--- config.mk ---
export PLATFORM = sky130hd
export DESIGN_NAME = dram_arbiter_flat
export DESIGN_NICKNAME = d
export VERILOG_FILES = /design/src/rtl/dram_arbiter_if.sv /design/src/rtl/dram_arbiter.sv /design/src/flat_wrapper.sv
export SDC_FILE = /design/constraint.sdc
export NUM_CORES = 1
export LEC_CHECK = 0
export CAP_MARGIN = 20
export CORE_AREA = 3 3 209 211
export CTS_BUF_LIST = sky130_fd_sc_hd__clkbuf_4
export CTS_CLUSTER_DIAMETER = 80
export DETAILED_ROUTE_END_ITERATION = 12
export DIE_AREA = 0 0 212 214
export PLACE_DENSITY_LB_ADDON = 0.1
export SETUP_SLACK_MARGIN = 0.2
export SLEW_MARGIN = 20
export SYNTH_ARGS = -nofsm -noshare
export SYNTH_HDL_FRONTEND = slang
export SYNTH_SLANG_ARGS = --single-unit
--- constraint.sdc ---
create_clock -name clk -period 2.8 [get_ports clk]
set_input_delay 0.7 -clock clk [delete_from_list [all_inputs] [get_ports clk]]
set_output_delay 0.7 -clock clk [all_outputs]
set_load 0.005 [all_outputs]
--- src/rtl/dram_arbiter_if.sv ---
// Request/response bundle shared by the two requesters, the memory and the
// arbiter. The "master" view belongs to the environment: both requesters
// and the memory's read-data return. The "slave" view belongs to the
// arbiter.
interface dram_arbiter_if;
  // Data port: reads and writes
  logic        d_req;
  logic        d_we;
  logic [63:0] d_addr;
  logic [63:0] d_wdata;
  logic [7:0]  d_wstrb;
  logic        d_gnt;
  logic        d_rvalid;
  logic [63:0] d_rdata;
  // Fetch port: reads only
  logic        i_req;
  logic [63:0] i_addr;
  logic        i_gnt;
  logic        i_rvalid;
  logic [63:0] i_rdata;
  // Memory side
  logic        mem_en;
  logic        mem_we;
  logic [63:0] mem_addr;
  logic [63:0] mem_wdata;
  logic [7:0]  mem_wstrb;
  logic [63:0] mem_rdata;

  modport master (
    output d_req, d_we, d_addr, d_wdata, d_wstrb, i_req, i_addr, mem_rdata,
    input  d_gnt, d_rvalid, d_rdata, i_gnt, i_rvalid, i_rdata,
    input  mem_en, mem_we, mem_addr, mem_wdata, mem_wstrb
  );

  modport slave (
    input  d_req, d_we, d_addr, d_wdata, d_wstrb, i_req, i_addr, mem_rdata,
    output d_gnt, d_rvalid, d_rdata, i_gnt, i_rvalid, i_rdata,
    output mem_en, mem_we, mem_addr, mem_wdata, mem_wstrb
  );
endinterface

--- src/rtl/dram_arbiter.sv ---
// Two-port arbiter in front of a single fixed-latency memory. The data port
// normally wins; a starvation counter hands the memory to the fetch port
// after STARVE_MAX consecutive data grants. At most one read is in flight:
// IDLE grants, WAIT counts down the memory latency, RESP returns the data.
module dram_arbiter #(
  parameter int unsigned MEM_LAT    = 1,  // cycles from mem_en to mem_rdata, 1..15
  parameter int unsigned STARVE_MAX = 4   // data grants allowed while fetch waits
) (
  input  logic           clk,
  input  logic           rst,
  dram_arbiter_if.slave  bus
);

  localparam int SW = (STARVE_MAX < 1) ? 1 : $clog2(STARVE_MAX + 1);

  typedef enum logic [1:0] {IDLE, WAIT, RESP} state_e;
  typedef enum logic {OWN_D, OWN_I} owner_e;

  state_e         state_q,      state_d;
  owner_e         owner_q,      owner_d;
  logic [SW-1:0]  starve_cnt_q, starve_cnt_d;
  logic [3:0]     lat_cnt_q,    lat_cnt_d;
  logic [63:0]    rdata_q,      rdata_d;

  logic d_grant;
  logic i_grant;

  // Arbitration: one grant at most, only in IDLE and never during reset
  always_comb begin
    // NOTE: every combinational output gets a default first so no path
    // through the block can leave it unassigned and infer a latch.
    d_grant = 1'b0;
    i_grant = 1'b0;
    if (!rst && state_q == IDLE) begin
      if (bus.i_req && (!bus.d_req || starve_cnt_q == SW'(STARVE_MAX)))
        i_grant = 1'b1;
      else if (bus.d_req)
        d_grant = 1'b1;
    end
  end

  // Memory strobe and fields follow the granted port straight through
  always_comb begin
    bus.mem_en    = d_grant | i_grant;
    bus.mem_we    = 1'b0;
    bus.mem_addr  = '0;
    bus.mem_wdata = '0;
    bus.mem_wstrb = '0;
    if (d_grant) begin
      bus.mem_we    = bus.d_we;
      bus.mem_addr  = bus.d_addr;
      bus.mem_wdata = bus.d_wdata;
      bus.mem_wstrb = bus.d_we ? bus.d_wstrb : 8'h00;
    end else if (i_grant) begin
      bus.mem_addr  = bus.i_addr;
    end
  end

  // Next-state: read tracking, latency countdown, capture and fairness count
  always_comb begin
    state_d      = state_q;
    owner_d      = owner_q;
    lat_cnt_d    = lat_cnt_q;
    rdata_d      = rdata_q;
    starve_cnt_d = starve_cnt_q;

    case (state_q)
      IDLE: begin
        // Writes finish in their grant cycle; only reads leave IDLE
        if ((d_grant && !bus.d_we) || i_grant) begin
          owner_d   = i_grant ? OWN_I : OWN_D;
          lat_cnt_d = 4'(MEM_LAT - 1);
          state_d   = WAIT;
        end
      end
      WAIT: begin
        if (lat_cnt_q == 4'd0) begin
          rdata_d = bus.mem_rdata;
          state_d = RESP;
        end else begin
          lat_cnt_d = lat_cnt_q - 4'd1;
        end
      end
      RESP:    state_d = IDLE;
      default: state_d = IDLE;
    endcase

    // Fetch is "waiting" only while it actually requests
    if (!bus.i_req || i_grant)
      starve_cnt_d = '0;
    else if (d_grant)
      starve_cnt_d = starve_cnt_q + SW'(1);
  end

  // State register with synchronous reset; an in-flight read is dropped
  always_ff @(posedge clk) begin
    // NOTE: sequential state uses non-blocking assignments so every flop
    // samples pre-edge values regardless of statement order.
    if (rst) begin
      state_q      <= IDLE;
      owner_q      <= OWN_D;
      lat_cnt_q    <= '0;
      rdata_q      <= '0;
      starve_cnt_q <= '0;
    end else begin
      state_q      <= state_d;
      owner_q      <= owner_d;
      lat_cnt_q    <= lat_cnt_d;
      rdata_q      <= rdata_d;
      starve_cnt_q <= starve_cnt_d;
    end
  end

  // Responses: grants, one-cycle rvalid to the owner, shared read data
  always_comb begin
    bus.d_gnt    = d_grant;
    bus.i_gnt    = i_grant;
    bus.d_rvalid = !rst && state_q == RESP && owner_q == OWN_D;
    bus.i_rvalid = !rst && state_q == RESP && owner_q == OWN_I;
    bus.d_rdata  = rdata_q;
    bus.i_rdata  = rdata_q;
  end

endmodule

--- src/flat_wrapper.sv ---
// flat-port wrapper written by rule: the top's interface ports become plain ports
module dram_arbiter_flat 
#(
  parameter int unsigned MEM_LAT    = 1,                                           
  parameter int unsigned STARVE_MAX = 4                                           
)
  (clk, rst, bus_d_req, bus_d_we, bus_d_addr, bus_d_wdata, bus_d_wstrb, bus_i_req, bus_i_addr, bus_mem_rdata, bus_d_gnt, bus_d_rvalid, bus_d_rdata, bus_i_gnt, bus_i_rvalid, bus_i_rdata, bus_mem_en, bus_mem_we, bus_mem_addr, bus_mem_wdata, bus_mem_wstrb);
  dram_arbiter_if bus_i ();
  input  logic clk;
  input  logic rst;
  input wire logic [$bits(bus_i.d_req)-1:0] bus_d_req;
  input wire logic [$bits(bus_i.d_we)-1:0] bus_d_we;
  input wire logic [$bits(bus_i.d_addr)-1:0] bus_d_addr;
  input wire logic [$bits(bus_i.d_wdata)-1:0] bus_d_wdata;
  input wire logic [$bits(bus_i.d_wstrb)-1:0] bus_d_wstrb;
  input wire logic [$bits(bus_i.i_req)-1:0] bus_i_req;
  input wire logic [$bits(bus_i.i_addr)-1:0] bus_i_addr;
  input wire logic [$bits(bus_i.mem_rdata)-1:0] bus_mem_rdata;
  output wire logic [$bits(bus_i.d_gnt)-1:0] bus_d_gnt;
  output wire logic [$bits(bus_i.d_rvalid)-1:0] bus_d_rvalid;
  output wire logic [$bits(bus_i.d_rdata)-1:0] bus_d_rdata;
  output wire logic [$bits(bus_i.i_gnt)-1:0] bus_i_gnt;
  output wire logic [$bits(bus_i.i_rvalid)-1:0] bus_i_rvalid;
  output wire logic [$bits(bus_i.i_rdata)-1:0] bus_i_rdata;
  output wire logic [$bits(bus_i.mem_en)-1:0] bus_mem_en;
  output wire logic [$bits(bus_i.mem_we)-1:0] bus_mem_we;
  output wire logic [$bits(bus_i.mem_addr)-1:0] bus_mem_addr;
  output wire logic [$bits(bus_i.mem_wdata)-1:0] bus_mem_wdata;
  output wire logic [$bits(bus_i.mem_wstrb)-1:0] bus_mem_wstrb;
  assign bus_i.d_req = bus_d_req;
  assign bus_i.d_we = bus_d_we;
  assign bus_i.d_addr = bus_d_addr;
  assign bus_i.d_wdata = bus_d_wdata;
  assign bus_i.d_wstrb = bus_d_wstrb;
  assign bus_i.i_req = bus_i_req;
  assign bus_i.i_addr = bus_i_addr;
  assign bus_i.mem_rdata = bus_mem_rdata;
  assign bus_d_gnt = bus_i.d_gnt;
  assign bus_d_rvalid = bus_i.d_rvalid;
  assign bus_d_rdata = bus_i.d_rdata;
  assign bus_i_gnt = bus_i.i_gnt;
  assign bus_i_rvalid = bus_i.i_rvalid;
  assign bus_i_rdata = bus_i.i_rdata;
  assign bus_mem_en = bus_i.mem_en;
  assign bus_mem_we = bus_i.mem_we;
  assign bus_mem_addr = bus_i.mem_addr;
  assign bus_mem_wdata = bus_i.mem_wdata;
  assign bus_mem_wstrb = bus_i.mem_wstrb;
  dram_arbiter #(.MEM_LAT(MEM_LAT), .STARVE_MAX(STARVE_MAX)) u_core (.clk(clk), .rst(rst), .bus(bus_i));
endmodule
==> flow_metrics.env <==
export IMPL_status="finished with violations"
export IMPL_globalRouteMet3Util=0.0633
export IMPL_switching_share=0.285
export IMPL_clock_skew_ns=0.0127
export IMPL_fin_crit_ns=2.89
export IMPL_cts_root_buffer="clkbuf_4"
export IMPL_grt_overflow_total=0
export IMPL_coreArea_um2=41900
export IMPL_gr_usage_all_layers=0.152
export IMPL_whs_ns=0.485
export IMPL_firstDrtPassIters=4
export IMPL_post_drt_wl_per_cell_um=22.4
export IMPL_chipHeight_um=214
export IMPL_finalHoldViolCount=0
export IMPL_cts_tree="built"
export IMPL_violations="setup timing"
export IMPL_ys_seq_area_frac=0.333
export IMPL_hold_buffers=0
export IMPL_tns_ns=-0.702
export IMPL_drive_gt1_frac=0.300
export IMPL_detailed_place_hpwl_um=29600
export IMPL_multi_input_area_um2=2440
export IMPL_clkTransAtPathRegs_ns=0.14
export IMPL_setup_violations=12
export IMPL_syn_to_final_growth_pct=152
export IMPL_drt_initial_drc_count=189
export IMPL_peakVddDrop_v=0.000197
export IMPL_leakagePower_uw=0.00456
export IMPL_grt_max_degree=60
export IMPL_dr_total_vias=6161
export IMPL_syn_inst=568
export IMPL_dieArea_um2=45400
export IMPL_fill_cells=4585
export IMPL_gp_congestion=0.868
export IMPL_routed_via_density=3.72
export IMPL_powerDensity_nw_per_um2=287
export IMPL_initial_utilization=0.106
export IMPL_worst_pin_slew_ns=0.758
export IMPL_synth_top_area_frac=0.333
export IMPL_hp_class="flop to flop"
export IMPL_synth_edf_count=0
export IMPL_pin_count=539
export IMPL_max_slew_margin=0.495
export IMPL_ant_nets=0
export IMPL_synth_nets=841
export IMPL_slew_viol_final=0
export IMPL_synth_main_ff_cell="dfxtp_1"
export IMPL_synthDistinctLibCells=36
export IMPL_clkPwrFrac=0.255
export IMPL_synthTopCellsByArea="dfxtp_1 33%, a22o_1 13%, buf_4 12%"
export IMPL_finalNetCount=1380
export IMPL_dieWidth_um=212
export IMPL_start_kind="primary input"
export IMPL_fmax_mhz=346
export IMPL_worstSetupPathType="primary input to output port"
export IMPL_clockBufferDepth=2
export IMPL_yosysTopAreaCell="dfxtp_1"
export IMPL_pre_cts_slack_ns=-0.486
export IMPL_async_reset_ff_frac=0
export IMPL_drt_total_wl_um=37200
export IMPL_std_cell_rows=75
export IMPL_antenna_found_initial=21
export IMPL_regArea_um2=1490
export IMPL_p_sw_uw=918
export IMPL_setup_ws_ns=-0.0883
export IMPL_grt_use_met2=0.284
export IMPL_drc=0
export IMPL_maxCapViolations=0
export IMPL_crit_arrival_ns=2.19
export IMPL_final_period_utilization=1.03
export IMPL_syn_area_per_cell_um2=7.83
export IMPL_synth_warnings=0
export IMPL_intPower_uw=2300
export IMPL_cp_required_ns=2.10
export IMPL_clock_latency_ns=0.45
export IMPL_combPwrFrac=0.397
export IMPL_synth_seq_cells=74
export IMPL_path_max_fanout=5
export IMPL_synth_area_um2=4450
export IMPL_end_kind="output port"
export IMPL_seqPwrFrac=0.348
export IMPL_grt_first_pass_wirelength_um=48900
export IMPL_grt_pass1_vias=6224
export IMPL_numCtsBuffers=9
export IMPL_cts_num_sinks=74
export IMPL_grtUsageMet1=0.157
export IMPL_rsz0062_at_grt="true"
export IMPL_htreeDepth=3
export IMPL_busiest_layer="met2"
export IMPL_io_buffers=538
## critical path, cell delays in order
cell	delay [ns]
dlygate4sd2_1	0.31
nand3_4	0.11
and3_4	0.22
buf_12	0.14
buf_16	0.13
buf_6	0.11
buf_12	0.12
a22o_1	0.22
buf_2	0.13
## sequential cells by signal (all words and copies together) (netlist names)
name	count
u_core.state_q	2
u_core.owner_q	1
u_core.lat_cnt_q	4
u_core.bus.d_rdata	64
u_core.starve_cnt_q	3
## path summary, 6_finish.rpt
check | start | to | slack, ns | depth (start not counted)
max | bus_i_req | bus_mem_addr[1] | -0.09 | 9
min | u_core.bus.d_rdata[58] | u_core.bus.d_rdata[58] | 0.48 | 2
max reg2reg | u_core.lat_cnt_q[0] | u_core.bus.d_rdata[61] | 0.87 | 7
min reg2reg | u_core.bus.d_rdata[58] | u_core.bus.d_rdata[58] | 0.48 | 2
## synthesized netlist by cell type, types with 2 or more instances
cell type and count:
nor2_1 7, or3_1 2, a21oi_1 64, nor3_1 4, nand2_1 131, inv_1 4
buf_6 8, and3_1 10, a22o_1 64, dfxtp_1 74, buf_4 72, nand2b_1 6
ha_1 4, nor3b_1 2, a211o_1 2, and2_1 66, clkbuf_1 9, buf_2 21
## layout by cell type (no fill, tap or decap), drive strengths merged, types with 2 or more instances in the layout
cell	netlist	routed
ha	4	4
nor3	5	5
buf	101	204
dlygate4sd2	0	2
inv	4	5
clkinv	0	2
a22o	64	64
clkbuf	9	42
dlymetal6s2s	0	4
nor3b	3	3
nor2	7	7
a21oi	64	64
diode	0	6
a211o	2	2
nand2	131	131
or3	3	3
and2	66	66
dfxtp	74	74
and3	10	11
clkdlybuf4s50	0	393
nand2b	6	6
bufinv	0	2
## per-layer routing
metal | share of wire | wire length [um] | vias up
met5 | 0.0037 | 138 | -
met2 | 0.52 | 19200 | 296
li1 | - | - | 2936
met1 | 0.36 | 13300 | 2862
met3 | 0.10 | 3770 | 47
met4 | 0.019 | 705 | 20
## per-stage QoR
| step | area (um^2) | cells | utilization | total power [uW] |
|---|---|---|---|---|
| CTS | 10500 | 1617 | 0.251 | 3160 |
| finish | 11200 | 1656 | 0.267 | 3220 |
| global route | 11200 | 1653 | 0.267 | 3400 |
| detailed placement | 10100 | 1566 | 0.241 | 2260 |
| floorplan | 4450 | 568 | - | 1440 |
| global placement | 10100 | 1566 | 0.241 | 2270 |
## repair_timing
| item | 4_1_cts | 5_1_grt |
|---|---|---|
| gates resized for setup | 402 | 307 |
| cloned | 5 | 7 |
| pin swaps | 18 | 58 |
| setup endpoints to repair | 142 | 142 |
| setup buffers | 31 | 26 |
| endpoints found under the hold margin | 0 | 0 |
## kinds of logic after synthesis
logic type                 count (synthesis)  share of synthesized area
adders and majority gates                  4                     0.0113
DFF                                       74                      0.333
muxes                                      1                    0.00225
and+or+nand+nor                          239                      0.264
AOI/OAI and AO/OA                        134                      0.210
buffers and inverters                    114                      0.176
xor gates and xnor gates                   2                    0.00394
## power by group through the flow
stage	Combinational (uW)	Clock, uW	Sequential, uW
after global routing	1360	919	1130
after global placement	1130	0	1140
after floorplan	306	0	1140
after detailed placement	1120	0	1140
final	1280	820	1120
after CTS	1150	889	1120
## area by class of cell
class,count,share of cell area
diodes,6,0.00134
clock buffers,9,0.00603
clock inverters,6,0.00803
inverters,4,0.00134
multi-input cells,381,0.218
flip-flops and latches,74,0.132
well taps,539,0.0601
repair buffers,637,0.573
Note: power is estimated with default switching activity, not from simulation.
